## src/rtl/sram_mem_responder_pkg.sv

```systemverilog
// ---------------------------------------------------------------------------
// sram_mem_responder_pkg
// Shared definitions for the MEM-stage SRAM responder: bus widths, the
// responder state encoding and a helper that sizes the phase counter.
// No ports (package).
// ---------------------------------------------------------------------------
package sram_mem_responder_pkg;

    localparam int ADDRESS_LEN   = 32;
    localparam int REGISTER_LEN  = 32;
    localparam int SRAM_DATA_LEN = 16;

    typedef enum logic [2:0] {
        SRAM_IDLE  = 3'd0,
        SRAM_RD_LO = 3'd1,
        SRAM_RD_HI = 3'd2,
        SRAM_WR_LO = 3'd3,
        SRAM_WR_HI = 3'd4,
        SRAM_DONE  = 3'd5
    } sram_state_t;

    // The counter only ever holds ACCESS_CYCLES-1 down to 0, so
    // clog2(ACCESS_CYCLES) bits suffice; keep at least one bit.
    function automatic int count_width(input int cycles);
        return (cycles <= 2) ? 1 : $clog2(cycles);
    endfunction

endpackage

```

## src/rtl/sram_mem_responder_phase_counter.sv

```systemverilog
// ---------------------------------------------------------------------------
// phase_counter
// Loadable down-counter that times one halfword phase on the SRAM bus.
// It counts down to zero and then rests there until reloaded.
// Ports:
//   clk        in   system clock, rising edge
//   rst        in   asynchronous reset, active-low (count -> 0)
//   load       in   reload the counter with load_value this cycle
//   load_value in   WIDTH  value loaded on phase entry
//   count      out  WIDTH  current count
//   is_zero    out  high when count is zero (last cycle of a phase)
// ---------------------------------------------------------------------------
module phase_counter #(
    parameter int WIDTH = 1
) (
    input  logic             clk,
    input  logic             rst,
    input  logic             load,
    input  logic [WIDTH-1:0] load_value,
    output logic [WIDTH-1:0] count,
    output logic             is_zero
);

    always_ff @(posedge clk or negedge rst) begin
        if (!rst) begin
            count <= '0;
        end else if (load) begin
            count <= load_value;
        end else if (count != '0) begin
            count <= count - WIDTH'(1);
        end
    end

    assign is_zero = (count == '0);

endmodule

```

## src/rtl/sram_mem_responder.sv

```systemverilog
// ---------------------------------------------------------------------------
// sram_mem_responder
// Responder end of the MEM-stage data-memory interface. A 32-bit word read
// or write is carried out as two halfword accesses (low half, then high
// half) on an external 16-bit asynchronous SRAM. Each halfword phase is held
// on the bus for ACCESS_CYCLES clocks. ready stays low while an access is in
// flight and pulses high for one cycle when it completes.
//
// Optional feature: define SRAM_ADDR_CHECK_EN to add the addr_err output and
// reject addresses that are below BASE_ADDR, misaligned or beyond the SRAM.
//
// Ports:
//   clk         in   system clock, rising edge
//   rst         in   asynchronous reset, active-low
//   rd_en       in   word read request
//   wr_en       in   word write request (wins over rd_en)
//   address     in   32  byte address, word aligned
//   write_data  in   32  store data
//   read_data   out  32  load data, held until the next read completes
//   ready       out  request complete / responder idle
//   sram_addr   out  SRAM_ADDR_LEN  SRAM halfword address
//   sram_dq_out out  16  write data towards the SRAM
//   sram_dq_in  in   16  read data from the SRAM
//   sram_dq_oe  out  data bus drive enable for the pad tristate
//   sram_we_n   out  SRAM write strobe, active-low
//   addr_err    out  (SRAM_ADDR_CHECK_EN only) rejected address, DONE cycle
// ---------------------------------------------------------------------------
module sram_mem_responder
    import sram_mem_responder_pkg::*;
#(
    parameter int BASE_ADDR     = 1024,
    parameter int SRAM_ADDR_LEN = 18,
    parameter int ACCESS_CYCLES = 2
) (
    input  logic                     clk,
    input  logic                     rst,
    input  logic                     rd_en,
    input  logic                     wr_en,
    input  logic [ADDRESS_LEN-1:0]   address,
    input  logic [REGISTER_LEN-1:0]  write_data,
    output logic [REGISTER_LEN-1:0]  read_data,
    output logic                     ready,
    output logic [SRAM_ADDR_LEN-1:0] sram_addr,
    output logic [SRAM_DATA_LEN-1:0] sram_dq_out,
    input  logic [SRAM_DATA_LEN-1:0] sram_dq_in,
    output logic                     sram_dq_oe,
`ifdef SRAM_ADDR_CHECK_EN
    output logic                     addr_err,
`endif
    output logic                     sram_we_n
);

    localparam int                     CNT_W        = count_width(ACCESS_CYCLES);
    localparam logic [CNT_W-1:0]       RELOAD       = CNT_W'(ACCESS_CYCLES - 1);
    localparam logic [ADDRESS_LEN-1:0] BASE         = ADDRESS_LEN'(BASE_ADDR);
    localparam int                     WORD_IDX_LEN = SRAM_ADDR_LEN - 1;

    sram_state_t                  state;
    logic [WORD_IDX_LEN-1:0]      word_idx;
    logic [SRAM_DATA_LEN-1:0]     wdata_hi;
    logic [ADDRESS_LEN-1:0]       offset;
    logic [WORD_IDX_LEN-1:0]      req_word;
    logic                         request;
    logic                         addr_bad;
    logic                         cnt_load;
    logic                         cnt_zero;
    logic [CNT_W-1:0]             cnt_value;
    logic                         unused_offset_bits;

    // Byte offset into the SRAM window; wraps modulo 2^32 and the word index
    // keeps only the bits that address the SRAM.
    assign offset   = address - BASE;
    assign req_word = offset[SRAM_ADDR_LEN:2];
    assign request  = rd_en | wr_en;

    assign unused_offset_bits = &{1'b0, offset[ADDRESS_LEN-1:SRAM_ADDR_LEN+1],
                                  offset[1:0], cnt_value};

`ifdef SRAM_ADDR_CHECK_EN
    // Offsets at or beyond 2^(SRAM_ADDR_LEN+1) bytes correspond to word
    // indices that do not fit in the SRAM.
    assign addr_bad = (address < BASE) ||
                      (address[1:0] != 2'b00) ||
                      ((offset >> (SRAM_ADDR_LEN + 1)) != '0);
`else
    assign addr_bad = 1'b0;
`endif

    // Idle reports ready unless a request is waiting; DONE is the one-cycle
    // completion pulse.
    assign ready = (state == SRAM_DONE) || ((state == SRAM_IDLE) && !request);

    // The phase timer is reloaded whenever a LO or HI phase is entered:
    // from IDLE on a request, and from a LO phase on its last cycle.
    always_comb begin
        cnt_load = 1'b0;
        case (state)
            SRAM_IDLE:              cnt_load = request;
            SRAM_RD_LO, SRAM_WR_LO: cnt_load = cnt_zero;
            default:                cnt_load = 1'b0;
        endcase
    end

    phase_counter #(
        .WIDTH(CNT_W)
    ) u_phase_counter (
        .clk        (clk),
        .rst        (rst),
        .load       (cnt_load),
        .load_value (RELOAD),
        .count      (cnt_value),
        .is_zero    (cnt_zero)
    );

    // Main sequencer. Bus outputs are registered and set up on the edge that
    // enters each phase, so they are stable for the whole phase. Read data is
    // captured on the last cycle of each read phase, when the SRAM has had
    // the full ACCESS_CYCLES to settle.
    always_ff @(posedge clk or negedge rst) begin
        if (!rst) begin
            state       <= SRAM_IDLE;
            word_idx    <= '0;
            wdata_hi    <= '0;
            read_data   <= '0;
            sram_addr   <= '0;
            sram_dq_out <= '0;
            sram_dq_oe  <= 1'b0;
            sram_we_n   <= 1'b1;
`ifdef SRAM_ADDR_CHECK_EN
            addr_err    <= 1'b0;
`endif
        end else begin
            case (state)
                SRAM_IDLE: begin
                    if (request) begin
                        if (addr_bad) begin
                            state <= SRAM_DONE;
`ifdef SRAM_ADDR_CHECK_EN
                            addr_err <= 1'b1;
`endif
                        end else begin
                            word_idx  <= req_word;
                            wdata_hi  <= write_data[REGISTER_LEN-1:SRAM_DATA_LEN];
                            sram_addr <= {req_word, 1'b0};
                            if (wr_en) begin
                                state       <= SRAM_WR_LO;
                                sram_dq_out <= write_data[SRAM_DATA_LEN-1:0];
                                sram_dq_oe  <= 1'b1;
                                sram_we_n   <= 1'b0;
                            end else begin
                                state <= SRAM_RD_LO;
                            end
                        end
                    end
                end
                SRAM_RD_LO: begin
                    if (cnt_zero) begin
                        read_data[SRAM_DATA_LEN-1:0] <= sram_dq_in;
                        sram_addr <= {word_idx, 1'b1};
                        state     <= SRAM_RD_HI;
                    end
                end
                SRAM_RD_HI: begin
                    if (cnt_zero) begin
                        read_data[REGISTER_LEN-1:SRAM_DATA_LEN] <= sram_dq_in;
                        state <= SRAM_DONE;
                    end
                end
                SRAM_WR_LO: begin
                    if (cnt_zero) begin
                        sram_addr   <= {word_idx, 1'b1};
                        sram_dq_out <= wdata_hi;
                        state       <= SRAM_WR_HI;
                    end
                end
                SRAM_WR_HI: begin
                    if (cnt_zero) begin
                        sram_dq_oe <= 1'b0;
                        sram_we_n  <= 1'b1;
                        state      <= SRAM_DONE;
                    end
                end
                SRAM_DONE: begin
                    state <= SRAM_IDLE;
`ifdef SRAM_ADDR_CHECK_EN
                    addr_err <= 1'b0;
`endif
                end
                default: begin
                    state <= SRAM_IDLE;
                end
            endcase
        end
    end

endmodule

```

## config.mk

```make
export PLATFORM = sky130hd
export DESIGN_NAME = sram_mem_responder
export DESIGN_NICKNAME = d
export VERILOG_FILES = /design/src/rtl/sram_mem_responder_pkg.sv /design/src/rtl/sram_mem_responder_phase_counter.sv /design/src/rtl/sram_mem_responder.sv
export SDC_FILE = /design/constraint.sdc
export NUM_CORES = 1
export LEC_CHECK = 0
export CAP_MARGIN = 0
export CORE_ASPECT_RATIO = 2
export CORE_MARGIN = 2
export CORE_UTILIZATION = 49
export DETAILED_ROUTE_END_ITERATION = 10
export GPL_TIMING_DRIVEN = 1
export PLACE_DENSITY_LB_ADDON = 0.25
export SLEW_MARGIN = 30
export SYNTH_ARGS = -nofsm -noshare
export SYNTH_HDL_FRONTEND = slang
export SYNTH_SLANG_ARGS = --single-unit
```

## constraint.sdc

```tcl
create_clock -name clk -period 2.8 [get_ports clk]
set_input_delay 0.84 -clock clk [delete_from_list [all_inputs] [get_ports clk]]
set_output_delay 0.84 -clock clk [all_outputs]
set_load 0.02 [all_outputs]
```

# --- Word level (Yosys, flattened, before mapping) ---
# Index checks and enable logic that the tools add are counted.
totals:
  inputBits: 84
  latch_bits: 0
  ramBits: 0
  output_inout_bits: 69
  n_memories: 0
  register_bits: 105
  rom_bits: 0
  elab_cells: 66
op_classes:
  eq_ne: 12
  magnitude_cmp: 0
  addsub: 2
  reduce_logical: 16
  muxes: 24
  shifts: 0
  mul: 0
  n_bitwise: 2
  div_mod_pow: 0
op_table:
  columns: ["cell", "n"]
  rows:
  - ["2-to-1 mux 16 bit", 3]
  - ["2-to-1 mux 18 bit", 2]
  - ["case mux 18 bit (2 select lines)", 1]
  - ["case mux 16 bit (2 select lines)", 1]
  - ["subtractor 19 x 11 -> 19 bit (second input constant)", 1]
  - ["inequality test 2 bit (second input constant)", 7]
  - ["2-to-1 mux 3 bit", 4]
  - ["case mux 3 bit (4 select lines)", 1]
  - ["AND reduction 4 bit", 3]
  - ["2-to-1 mux 1 bit", 8]
  - ["== test 3 x 2 -> 1 bit (second input constant)", 2]
  - ["== test 3 bit (second input constant)", 2]
  - ["case mux 1 bit (2 select lines)", 3]
  - ["AND reduction 2 bit", 3]
  - ["nonzero test 2 bit", 3]
  - ["OR reduction 2 bit", 2]
  - ["== test 3 x 1 -> 1 bit (second input constant)", 1]
  - ["logical NOT 3 bit", 1]
  - ["AND reduction 3 bit", 1]
  - ["2-to-1 mux 2 bit", 1]
  - ["logical AND 1 bit", 1]
  - ["logical NOT 1 bit", 1]
  - ["logical OR 1 bit", 1]
  - ["NOT 1 bit", 1]
  - ["2 further kinds", 2]

# --- Depth between registers and ports, before layout ---
# Gate-level depths: netlist of the first run.
logic_depth:
  word_depth: 4
  ltp_mapped: 6
  depth_no_buf: 6

# --- By module ---
# Synthesis of the first run repeated with hierarchy kept, for this count alone.
hier_totals:
  hier_cells: 419
  area_unflattened_um2: 4491.8
modules_own_cells:
  columns: ["module", "area_each_um2", "instances", "cells_each"]
  rows:
  - ["sram_mem_responder", 4456.8, 1, 416]
  - ["phase_counter", 35.0, 1, 3]

# --- Worst setup path before layout of the first run ---
# Ideal clock, no wire load.
synth_path:
  path_kind: "input port to output port"
  startpoint: "input port wr_en"
  endpoint: "output port ready"
  path_stages: 4
  path_slack_ns: 0.351
  t_required_ns: 1.960
  t_arrival_ns: 1.609
  path_cell_list: "or3_1 -> nor2_1 -> a21oi_1 -> nor2_1"
synth_between:
  elab_chain_cells: 4
synth_lines:
  columns: ["item", "line_no", "text"]
  rows:
  - ["from (decl)", "sram_mem_responder.sv:38", "input logic wr_en,"]
  - ["OR 1 bit", "sram_mem_responder.sv:74", "assign request = rd_en | wr_en;"]
  - ["logical NOT 1 bit", "sram_mem_responder.sv:91", "assign ready = (state == SRAM_DONE) || ((state == SRAM_IDLE) && !request);"]
  - ["logical AND 1 bit", "sram_mem_responder.sv:91", null]
  - ["logical OR 1 bit", "sram_mem_responder.sv:91", null]
  - ["to (decl)", "sram_mem_responder.sv:42", "output logic ready,"]
# Every way passes these cells.

# --- Worst setup path in the final report of the first run ---
layout_path:
  startpoint: "input port rd_en"
  endpoint: "output port ready"
layout_between:
  elab_chain_cells: 4
layout_lines:
  columns: ["item", "line_no", "text"]
  rows:
  - ["from (decl)", "sram_mem_responder.sv:37", "input logic rd_en,"]
  - ["OR 1 bit", "sram_mem_responder.sv:74", null]
  - ["logical NOT 1 bit", "sram_mem_responder.sv:91", null]
  - ["logical AND 1 bit", "sram_mem_responder.sv:91", null]
  - ["logical OR 1 bit", "sram_mem_responder.sv:91", null]
# Every way passes these cells.

==> results of run 1 <==
## final cells by class
| class | count | area share [%] |
|---|---|---|
| Inverter | 4 | 0.237 |
| Tap cell | 102 | 2.01 |
| Sequential cell | 105 | 41.5 |
| Clock buffer | 10 | 3.77 |
| Timing Repair Buffer | 149 | 23.7 |
| Multi-Input combinational cell | 273 | 27.7 |
| Clock inverter | 6 | 1.05 |
## placed cells by master, fill, tap and decap left out, types with 2 or more instances in the layout
cell type,n
clkdlybuf4s50_1,133
dfrtp_1,104
nand2_1,92
mux2_2,34
nor2_1,29
mux2i_1,28
a21oi_1,20
o21ai_0,10
a21oi_2,10
buf_4,10
clkbuf_16,9
o21ai_1,8
nand2b_1,6
inv_1,4
xnor2_1,4
a21o_1,4
buf_12,4
xor2_1,3
a211oi_1,3
nor2b_1,2
nor4_1,2
clkinvlp_4,2
clkinv_2,2
dlygate4sd2_1,2
## critical path: cells and delay by family
kind | cells | cell delay [ps]
and+or+nand+nor | 3 | 590
buffers and inverters | 2 | 390
AOI/OAI and AO/OA | 1 | 50
## path summary, 6_finish.rpt
check	from	slack (ps)	endpoint
worst max register to register	state[2]	820	read_data[4]
worst min-delay path	wdata_hi[8]	470	wdata_hi[8]
max in group asynchronous	rst	1590	sram_we_n
min in group asynchronous	rst	500	read_data[30]
worst max-delay path	rd_en	70	ready
worst min register to register	wdata_hi[8]	470	wdata_hi[8]
## routing by layer
layer | GRT usage (%) | share of wire [%] | vias to the layer above
li1 | - | - | 1625
met1 | 23.7 | 37 | 1613
met2 | 40.8 | 57 | 97
met3 | 4.96 | 4.5 | 11
met4 | 6.75 | 1.4 | 0
met5 | 0 | 0 | -
## cell families (layout without fill, tap and decap cells)
logic type,after synthesis,in the layout,synth area share [%]
mux,62,62,14.6
buf+inv,28,169,3.47
simple gates,143,143,13.6
compound gates,60,60,8.71
flops,105,105,57.9
fa+ha+maj,1,1,0.276
xor+xnor,7,7,1.35
## what timing repair did
item                                    4_1_cts  5_1_grt
gates resized for setup                       7        0
endpoints found under the setup margin        1        0
buffers inserted                              1        0
## through the flow
| stage | total power, mW | instance area (um^2) | utilization, % | hold slack (ps) |
|---|---|---|---|---|
| 2_1_floorplan | 5.11 | 4540 | - | 445 |
| 3_3_place_gp | 6.59 | 6030 | 66.9 | 457 |
| 3_5_place_dp | 6.75 | 6030 | 66.9 | 462 |
| 4_1_cts | 8.04 | 6340 | 70.3 | 479 |
| 5_1_grt | 8.44 | 6340 | 70.3 | 492 |
| 6_report | 7.93 | 6340 | 70.3 | 472 |
## report_power, final
part	total [mW]	internal [mW]	switching [mW]	leakage, nW
clock	1.26	0.720	0.543	0.146
sequential	2.75	2.30	0.458	1.25
combinational	3.92	1.91	2.00	1.50
## state kept, by name, summed over array words and instances (netlist names)
name	flops
sram_dq_oe	1
word_idx	17
wdata_hi	16
state	3
u_phase_counter.count	1
sram_addr	18
read_data	32
sram_dq_out	16
sram_we_n	1
==> summary.txt, run 1 <==
CTS
  • Worst skew pair latency: 340 ps
  • Root Driver: clkbuf_16
  • Clk pin slew, worst setup/hold paths: around 70 ps
  • Hold-fix buffers at CTS: 0
  • CTS tree: yes
  • CTS max path bufs: 2
  • Cts bufs inserted: 9
  • TritonCTS Sinks: around 110
  • # H-tree levels: 3

STA
  • Final setup margin: between 70 and 80 ps
  • Slew Limit Fails: 0
  • Unrepaired setup endpoints after global routing: false
  • Setup Skew: approximately 6.2 ps
  • Setup violators final: 0
  • Final worst-path cycle share: between 90% and 100%
  • Setup TNS: 0 ps
  • Crit path time final: around 2700 ps
  • Max transition margin: 43.3%
  • Fmax: 367 MHz
  • Fin. Hold Viols: 0
  • Worst Max-Slew Pin Slew: 848 ps

GRT
  • Initial antenna violation count: 0
  • Final global-route overflow total: 0
  • GRT Util Overall: a little over a fifth
  • Vias in the first global route: between 3,000 and 4,000
  • First-pass GRT wire length: 17,000 um
  • Largest net degree at the start of global routing: 48

Synth
  • Syn Inst Count: 406
  • Area leader, netlist: dfrtp_1
  • Syn Area/Cell: ~11 um^2
  • Synth async-reset ratio: 100%
  • Syn nets: a little under 500
  • Share of the synthesized area in the top cell type: a little under three fifths
  • List of most frequent post-synthesis cells: 104 x dfrtp_1, 92 x nand2_1, 34 x mux2_2
  • Yosys reg bits: approximately 110
  • Count leader, synth: dfrtp_1
  • Netlist Area Pre-Place: roughly 0.0045 mm^2
  • Synth Flop Type: dfrtp_1
  • Area contributors post-synth: dfrtp_1 57%, mux2_2 8.4%, nand2_1 7.6%
  • Count of flip-flops with a built-in enable after synthesis: 0
  • Yosys warns: 0
  • Seq/Total Area, Yosys: a little under 60%
  • Library cells used by synthesis: 39

Worst setup path
  • Worst path slowest cell: or3_1
  • Critical path endpoint category: primary output
  • Critical path data arrival time: between 1500 and 2000 ps
  • Critical Path Max Stage Delay: roughly 370 ps
  • Startpoint type of the worst setup path: input pin
  • Crit-path cells: dlygate4sd2_1 > or3_1 > nor2_1 > a21oi_1 > nor2_1 > buf_4
  • Required time of the critical path: slightly below 2000 ps
  • FF-to-FF path depth: 4
  • CP max FO: 2
  • CP Class: input pin to primary output
  • Most used cell, CP: nor2_1

Die
  • Row cnt: 49
  • Die area: about 0.010 mm^2
  • Die Ht: 140 um
  • Top Ports: about 150
  • Initial Util: between 50% and 60%
  • Die X: approximately 70 um
  • Core area: roughly 0.009 mm^2

Routing
  • Initial DRC count: 178
  • Final WL: between 10,000 and 15,000 um
  • Router iterations before antenna repair: 4
  • DRC: 0
  • Routed vias/inst: just over 5
  • Wirelength per Cell: 16.1 um
  • Antenna viol nets, final: 0
  • Routed via count: 3,346

Final layout
  • Antenna diodes: 0
  • Filler cells: 687
  • Nets: roughly 630
  • Multi-input combinational cell area: roughly 0.0018 mm^2
  • Layout cells sized above 1: between 10% and 20%
  • Register area: 0.00263 mm^2
  • Area delta synth->final: 39.7%
  • Fin cells: approximately 650

Place
  • Inst Count DP: ~630
  • GPL Wtd Cong: 0.776
  • Place WS: -519 ps
  • Dpl hpwl: 7820 um
  • I/O Buffers: approximately 140

Min path
  • Worst min-delay path class: flip-flop to flip-flop
  • Hold Path Cell Cnt: 2

Power and ir drop
  • Maximum VDD drop: between 0.6 and 0.7 mV
  • Power per Cell Area: roughly 1300 mW/mm^2
  • Leakage: roughly 2.9 nW

Job
  • Max-cap violations: 0

Run status
  • Status: finished clean
Power figures use the tool's default switching activity.
==> inputs of run 2 (changes only) <==
Settings changed: ABC_CLOCK_PERIOD_IN_PS set to 2800, CAP_MARGIN 0 to 20, CTS_CLUSTER_SIZE set to 28.
==> results of run 2 <==
No change in the layout: final DEF, timing and power equal those of run 1.
